===== src/rtl/fp32_pkg.sv =====
// fp32_pkg: shared constants, field helpers and FSM states
// for the sequential binary32 divider.
package fp32_pkg;

    localparam int EXP_BIAS = 127;
    localparam int EXP_W    = 8;
    localparam int FRAC_W   = 23;
    localparam int MANT_W   = FRAC_W + 1;
    localparam int QBITS    = 26;
    localparam int LATENCY  = 28;

    localparam logic [31:0] QNAN    = 32'h7FC00000;
    localparam logic [31:0] POS_INF = 32'h7F800000;

    localparam logic signed [9:0] BIAS10 = 10'sd127;

    typedef enum logic [1:0] {
        S_IDLE,
        S_UNPACK,
        S_DIVIDE,
        S_ROUND
    } state_e;

    function automatic logic f_sign(input logic [31:0] x);
        return x[31];
    endfunction

    function automatic logic [EXP_W-1:0] f_exp(input logic [31:0] x);
        return x[30:23];
    endfunction

    function automatic logic [FRAC_W-1:0] f_frac(input logic [31:0] x);
        return x[22:0];
    endfunction

endpackage


===== src/rtl/fp32_mant_div.sv =====
// fp32_mant_div: 24-bit restoring divider, one quotient bit
// per step, integer bit first, sticky from the final remainder.
import fp32_pkg::*;

module fp32_mant_div (
    input  logic              clk,
    input  logic              rst_n,
    input  logic              load_i,
    input  logic              step_i,
    input  logic [MANT_W-1:0] dividend_i,
    input  logic [MANT_W-1:0] divisor_i,
    output logic [QBITS-1:0]  quot_o,
    output logic              sticky_o
);

    logic [MANT_W:0]   rem_q;
    logic [MANT_W-1:0] div_q;
    logic [QBITS-1:0]  quot_q;
    logic              ge;
    logic [MANT_W-1:0] rem_n;

    // Trial subtraction; partial remainder stays below 2*divisor
    always_comb begin
        ge    = rem_q >= {1'b0, div_q};
        rem_n = rem_q[MANT_W-1:0];
        if (ge) begin
            rem_n = MANT_W'(rem_q - {1'b0, div_q});
        end
    end

    // Load operands, then shift in one quotient bit per step
    always_ff @(posedge clk or negedge rst_n) begin
        if (!rst_n) begin
            rem_q  <= '0;
            div_q  <= '0;
            quot_q <= '0;
        end else if (load_i) begin
            rem_q  <= {1'b0, dividend_i};
            div_q  <= divisor_i;
            quot_q <= '0;
        end else if (step_i) begin
            quot_q <= {quot_q[QBITS-2:0], ge};
            rem_q  <= {rem_n, 1'b0};
        end
    end

    assign quot_o   = quot_q;
    assign sticky_o = |rem_q;

endmodule


===== src/rtl/fp32_divide.sv =====
// fp32_divide: sequential binary32 divider, RNE rounding,
// flush-to-zero inputs, fixed 28-clock start-to-done latency.
import fp32_pkg::*;

module fp32_divide (
    input  logic        clk,
    input  logic        rst_n,
    input  logic        start,
    input  logic [31:0] a,
    input  logic [31:0] b,
    output logic        busy,
    output logic        done,
    output logic [31:0] result,
    output logic [4:0]  flags
);

    state_e state_q, state_d;
    logic [4:0]  cnt_q;
    logic [31:0] a_q, b_q;
    logic        special_q;
    logic [31:0] spec_res_q;
    logic [4:0]  spec_flags_q;
    logic        sign_q;
    logic signed [9:0] exp_q;
    logic [31:0] result_q;
    logic [4:0]  flags_q;
    logic        done_q;

    logic accept, div_load, div_step, round_en;

    logic [QBITS-1:0] quot;
    logic             sticky;

    logic        un_special;
    logic [31:0] un_res;
    logic [4:0]  un_flags;
    logic        un_sign;
    logic signed [9:0] un_exp;

    logic [31:0] rd_res;
    logic [4:0]  rd_flags;

    // State register
    always_ff @(posedge clk or negedge rst_n) begin
        if (!rst_n) state_q <= S_IDLE;
        else        state_q <= state_d;
    end

    // Next-state: fixed sequence, DIVIDE runs QBITS clocks
    always_comb begin
        state_d = state_q;
        unique case (state_q)
            S_IDLE:   if (start) state_d = S_UNPACK;
            S_UNPACK: state_d = S_DIVIDE;
            S_DIVIDE: if (cnt_q == 5'(QBITS-1)) state_d = S_ROUND;
            S_ROUND:  state_d = S_IDLE;
            default:  state_d = S_IDLE;
        endcase
    end

    // State-decoded control strobes
    always_comb begin
        busy     = state_q != S_IDLE;
        accept   = (state_q == S_IDLE) && start;
        div_load = state_q == S_UNPACK;
        div_step = state_q == S_DIVIDE;
        round_en = state_q == S_ROUND;
    end

    // Step counter for the divide phase
    always_ff @(posedge clk or negedge rst_n) begin
        if (!rst_n)        cnt_q <= '0;
        else if (div_load) cnt_q <= '0;
        else if (div_step) cnt_q <= cnt_q + 5'd1;
    end

    fp32_mant_div u_mdiv (
        .clk        (clk),
        .rst_n      (rst_n),
        .load_i     (div_load),
        .step_i     (div_step),
        .dividend_i ({1'b1, f_frac(a_q)}),
        .divisor_i  ({1'b1, f_frac(b_q)}),
        .quot_o     (quot),
        .sticky_o   (sticky)
    );

    // Classify operands; specials still run the divider for fixed latency
    always_comb begin
        logic [7:0] ea, eb;
        logic a_nan, b_nan, a_inf, b_inf, a_zero, b_zero;
        ea      = f_exp(a_q);
        eb      = f_exp(b_q);
        a_nan   = (ea == 8'hFF) && (f_frac(a_q) != '0);
        b_nan   = (eb == 8'hFF) && (f_frac(b_q) != '0);
        a_inf   = (ea == 8'hFF) && (f_frac(a_q) == '0);
        b_inf   = (eb == 8'hFF) && (f_frac(b_q) == '0);
        a_zero  = ea == 8'h00;
        b_zero  = eb == 8'h00;
        un_sign = f_sign(a_q) ^ f_sign(b_q);
        un_exp  = $signed({2'b00, ea}) - $signed({2'b00, eb}) + BIAS10;
        un_special = 1'b1;
        un_res     = '0;
        un_flags   = '0;
        if (a_nan || b_nan || (a_zero && b_zero) || (a_inf && b_inf)) begin
            un_res   = QNAN;
            un_flags = 5'b10000;
        end else if (a_inf) begin
            un_res = {un_sign, POS_INF[30:0]};
        end else if (b_zero) begin
            un_res   = {un_sign, POS_INF[30:0]};
            un_flags = 5'b01000;
        end else if (a_zero || b_inf) begin
            un_res = {un_sign, 31'b0};
        end else begin
            un_special = 1'b0;
        end
    end

    // Normalise, round to nearest even, range-check and pack
    always_comb begin
        logic [MANT_W-1:0] mant;
        logic [MANT_W:0]   sum;
        logic [MANT_W-1:0] mant_r;
        logic g, r, inc;
        logic signed [9:0] e;
        if (quot[QBITS-1]) begin
            mant = quot[QBITS-1:2];
            g    = quot[1];
            r    = quot[0];
            e    = exp_q;
        end else begin
            mant = quot[QBITS-2:1];
            g    = quot[0];
            r    = 1'b0;
            e    = exp_q - 10'sd1;
        end
        inc = g & (r | sticky | mant[0]);
        sum = {1'b0, mant} + {{MANT_W{1'b0}}, inc};
        if (sum[MANT_W]) begin
            mant_r = sum[MANT_W:1];
            e      = e + 10'sd1;
        end else begin
            mant_r = sum[MANT_W-1:0];
        end
        rd_res   = {sign_q, e[7:0], mant_r[FRAC_W-1:0]};
        rd_flags = {4'b0000, g | r | sticky};
        if (special_q) begin
            rd_res   = spec_res_q;
            rd_flags = spec_flags_q;
        end else if (e >= 10'sd255) begin
            rd_res   = {sign_q, POS_INF[30:0]};
            rd_flags = 5'b00101;
        end else if (e <= 10'sd0) begin
            rd_res   = {sign_q, 31'b0};
            rd_flags = 5'b00011;
        end
    end

    // Operand capture and unpacked-operand registers
    always_ff @(posedge clk or negedge rst_n) begin
        if (!rst_n) begin
            a_q          <= '0;
            b_q          <= '0;
            special_q    <= 1'b0;
            spec_res_q   <= '0;
            spec_flags_q <= '0;
            sign_q       <= 1'b0;
            exp_q        <= '0;
        end else begin
            if (accept) begin
                a_q <= a;
                b_q <= b;
            end
            if (div_load) begin
                special_q    <= un_special;
                spec_res_q   <= un_res;
                spec_flags_q <= un_flags;
                sign_q       <= un_sign;
                exp_q        <= un_exp;
            end
        end
    end

    // Result/flags held until next round; done is a one-cycle pulse
    always_ff @(posedge clk or negedge rst_n) begin
        if (!rst_n) begin
            result_q <= '0;
            flags_q  <= '0;
            done_q   <= 1'b0;
        end else begin
            done_q <= round_en;
            if (round_en) begin
                result_q <= rd_res;
                flags_q  <= rd_flags;
            end
        end
    end

    assign done   = done_q;
    assign result = result_q;
    assign flags  = flags_q;

endmodule


===== config.mk =====
export PLATFORM = sky130hd
export DESIGN_NAME = fp32_divide
export DESIGN_NICKNAME = d
export VERILOG_FILES = /design/src/rtl/fp32_pkg.sv /design/src/rtl/fp32_mant_div.sv /design/src/rtl/fp32_divide.sv
export SDC_FILE = /design/constraint.sdc
export NUM_CORES = 1
export LEC_CHECK = 0
export BUFFER_PORTS_ARGS = -buffer_cell sky130_fd_sc_hd__buf_2
export CAP_MARGIN = 20
export CORE_ASPECT_RATIO = 0.9
export CORE_UTILIZATION = 65
export DETAILED_ROUTE_END_ITERATION = 10
export GPL_TIMING_DRIVEN = 0
export PLACE_DENSITY = 0.87
export SYNTH_ARGS = -nofsm -noshare
export SYNTH_HDL_FRONTEND = slang
export SYNTH_SLANG_ARGS = --single-unit

===== constraint.sdc =====
create_clock -name clk -period 8.6 [get_ports clk]
set_input_delay 1.72 -clock clk [delete_from_list [all_inputs] [get_ports clk]]
set_output_delay 1.72 -clock clk [all_outputs]
set_load 0.01 [all_outputs]

==> results.md <==
- Final Hold Viols: 0
- Flops & latches, synth: 200
- Storage cell area: about 5000 µm²
- Max Root-Sink Buffers: 2
- Filler Cells Inserted: approximately 1300
- Residual overflow from global routing: 0
- MaxCap Viol Count: 0
- Final instance area: 13640 µm²
- Initial DRC Count: 1185
- Unique masters post-synth: 89
- Area of the multi-input gates: 6530 µm²
- Layout area overhead: 12.26%
- Power after layout: roughly 6 mW
- Initial antenna violation count: 2
- Hold Path Depth: 2
- Avg Cell Area, Syn: 9.721 µm²
- Share of layout cells above drive strength 1: 0.2069
- Average routed wire per standard cell: 19.90 µm
- Pleak: around 6 nW
- GRT Total Usage: 0.3471
- Hold Path Class: reg2reg
- Clock root buffer: clkbuf_16
- I/O Buffers: 105
- Clk_skew: 0.01496 ns
- TritonRoute pass-1 iters: 6
- WP data required: 8.89 ns
- Net count, final: 1487
- Post-synthesis async set-or-reset flop share: 1.000
- Startpoint Class: flip-flop
- CP Capture Type: flip-flop
- Number of flops mapped to enable cells by yosys: 0
- Synthesized instance count: 1250
- RSZ-0062 raised after global routing: false
- Setup_tns: 0 ns
- Pin count of the biggest net entering global routing: 105
- Kind of critical path: reg2reg
- Syn nets: 1362
- Endpoint, Worst Hold: u_mdiv.div_q[23]
- CTS buffer count: 17
- R2R depth: 17
- Clock Sinks: 200
- Final Setup Violations: 0
- Post-synth top flop: dfrtp_1
- Core area: 18350 µm²
- Clock-pin transition on the worst setup and hold timing paths: 0.08 ns
- Hold Buf Count CTS: 0
- Tcrit/Tclk final: 0.5836
- Vias per std cell: 6.483
- WHS: 0.4705 ns
- Die Area: 19250 µm²
- Max-slew headroom: 0.3221
- Yosys warnings: 0
- Crit Path Max Fanout: 10
- Count of final max-slew check failures: 0
- Synthesized area: 12150 µm²
- Fin cells: 1634
- Origin of the worst min-delay path: u_mdiv.div_q[23]
- Critical Path AT: 5.31 ns
- Final Core Density: 0.7435
- Resized cells post-CTS: 0
- Postcts setup bufs: 0
- Status: completed
- DP Cell Count: 1601
- Final wirelength: 32510 µm
- Vias in the first global route: approximately 10000
- TritonCTS clock tree: yes
- Pre-CTS WS: 3.817 ns
- Drc violations: 0
- Chip width: 146.1 µm
- Maximum vdd drop: 0.2613 mV
- Register-to-register setup slack: 3.58 ns
- Placed Area: 13020 µm²
- ANT nets after route: 0
- Via count: between 10000 and 15000
- First-pass GRT wire length: 52560 µm
- Depth of the CTS H-tree: 4
- PD cells: 445.1 nW/µm²
- HPWL after detailed placement: 23570 µm
- Die Ht: 131.7 µm
- Fin worst setup slack: 3.581 ns
- Clock Latency Late Sink: 0.45 ns
- Sequential share of the synthesized area: 0.4119
- Reg2reg start: u_mdiv.quot_o[25]
- Fin crit period: approximately 5 ns
- Row count: 47
- Slew @ Worst Pin: about 1.0 ns
- Fmax: approximately 0.20 GHz
- Initial core utilization: 0.6623
- Reg2reg end: result[6]
- Top Ports: 106
- Routability Congestion: 0.9213
-- synthesized netlist by cell type, types with 6 or more instances --
library cell | number | area share
clkbuf_1 | 40 | 0.012
o21ai_0 | 89 | 0.037
dfrtp_1 | 200 | 0.41
xnor2_1 | 55 | 0.040
o21a_1 | 6 | 0.0037
nor3_1 | 14 | 0.0058
o211ai_1 | 6 | 0.0037
o2bb2ai_1 | 8 | 0.0058
nor2b_1 | 30 | 0.015
and3_1 | 13 | 0.0067
mux2i_1 | 29 | 0.024
ha_1 | 43 | 0.044
mux2_2 | 75 | 0.070
buf_1 | 7 | 0.0022
o2bb2ai_2 | 10 | 0.012
nand2_1 | 104 | 0.032
nand3_1 | 47 | 0.019
o22ai_1 | 6 | 0.0031
a21o_1 | 9 | 0.0056
a31oi_1 | 24 | 0.012
a21boi_0 | 7 | 0.0043
nand4_1 | 19 | 0.0098
a21oi_1 | 57 | 0.023
nand2b_1 | 7 | 0.0036
inv_1 | 87 | 0.027
xor2_1 | 20 | 0.014
nor2_1 | 71 | 0.022
a31o_2 | 9 | 0.0065
buf_2 | 9 | 0.0037
nor4_1 | 26 | 0.013
-- state kept, by name, indices dropped and copies added (netlist names) --
name	count
state_q	2
spec_res_q	3
sign_q	1
a_q	32
special_q	1
exp_q	10
spec_flags_q	1
flags	5
done	1
b_q	32
u_mdiv.rem_q	25
cnt_q	5
result	32
u_mdiv.quot_o	26
u_mdiv.div_q	24
-- layer usage --
layer	part of all wire	vias to the layer above	track usage	wire, µm
met3	0.10	97	0.09201	3319
met1	0.43	5130	0.4879	13940
li1	-	4759	-	-
met2	0.44	607	0.5175	14280
met5	0	-	0	0
met4	0.030	0	0.1285	979
-- cell type report --
| type | count | share of cell area |
|---|---|---|
| multi-input cells | 899 | 0.4787 |
| clock inverters | 14 | 0.01394 |
| diodes | 2 | 0.0003669 |
| repair buffers | 106 | 0.04127 |
| plain buffers | 63 | 0.02100 |
| flip-flops and latches | 200 | 0.3669 |
| inverters | 88 | 0.02421 |
| well taps | 245 | 0.02247 |
| clock buffers | 17 | 0.03118 |
-- logic make-up after synthesis --
kind of cell	synth area share
buffers and inverters	0.05076
adder cells (fa/ha/maj)	0.04757
multiplexers	0.09452
flip-flops	0.4119
AND/OR/NAND/NOR	0.1606
AO/OA/AOI/OAI	0.1779
XOR/XNOR	0.05673
-- worst max-delay path, cell delays in order, from the launching register on --
cell and delay, ns:
dfrtp_1 0.37, buf_6 0.17, buf_6 0.18, buf_2 0.27, buf_1 0.53, clkbuf_1 0.47, nand2_1 0.09, o21ai_0 0.09
ha_1 0.22, nand2_1 0.10, a2111oi_4 0.47, and4_1 0.29, buf_4 0.16, nand4_4 0.15, o31ai_1 0.56, nand4_1 0.26
o21ai_1 0.32, o32ai_1 0.16
-- power by group --
part / total [mW] / leakage (nW) / switching, mW / internal [mW]
logic: 3.50 / 3.12 / 2.11 / 1.39
registers: 1.72 / 2.50 / 0.370 / 1.35
clock network: 0.852 / 0.300 / 0.409 / 0.443
total: 6.07 / 5.92 / 2.89 / 3.18
-- placed cells by master (no fill, tap or decap), types with 5 or more instances in the layout --
| master | count |
|---|---|
| nor3_1 | 14 |
| nor4_1 | 26 |
| clkbuf_16 | 17 |
| nand2_1 | 104 |
| o2bb2ai_1 | 8 |
| nor3b_1 | 5 |
| o21a_1 | 6 |
| a211oi_1 | 5 |
| a21oi_1 | 57 |
| inv_6 | 5 |
| or2_2 | 5 |
| clkbuf_1 | 40 |
| nor2_1 | 71 |
| and4_1 | 5 |
| o21ai_0 | 89 |
| nand3_1 | 47 |
| and3_1 | 13 |
| dfrtp_1 | 200 |
| inv_1 | 87 |
| xor2_1 | 20 |
| mux2_2 | 75 |
| a31o_2 | 9 |
| o2bb2ai_2 | 10 |
| nand2b_1 | 7 |
| buf_2 | 113 |
| ha_1 | 43 |
| a31oi_1 | 24 |
| a21o_1 | 9 |
| nand4_1 | 19 |
| o22ai_1 | 6 |
| xnor2_1 | 55 |
| o211ai_1 | 6 |
| buf_1 | 7 |
| mux2i_1 | 29 |
| a21boi_0 | 7 |
| nor2b_1 | 30 |
-- worst max-delay path by stage --
stage                     end              start  slack [ns]  cells past startpoint
floorplan           result[5]  u_mdiv.quot_o[25]        4.82                     17
global placement       b_q[5]              rst_n        2.53                      1
detailed placement  result[6]  u_mdiv.quot_o[25]        3.82                     17
CTS                 result[6]  u_mdiv.quot_o[25]        3.75                     17
global route        result[6]  u_mdiv.quot_o[25]        3.28                     17
finish              result[6]  u_mdiv.quot_o[25]        3.58                     17
(Power assumes the default switching activity.)
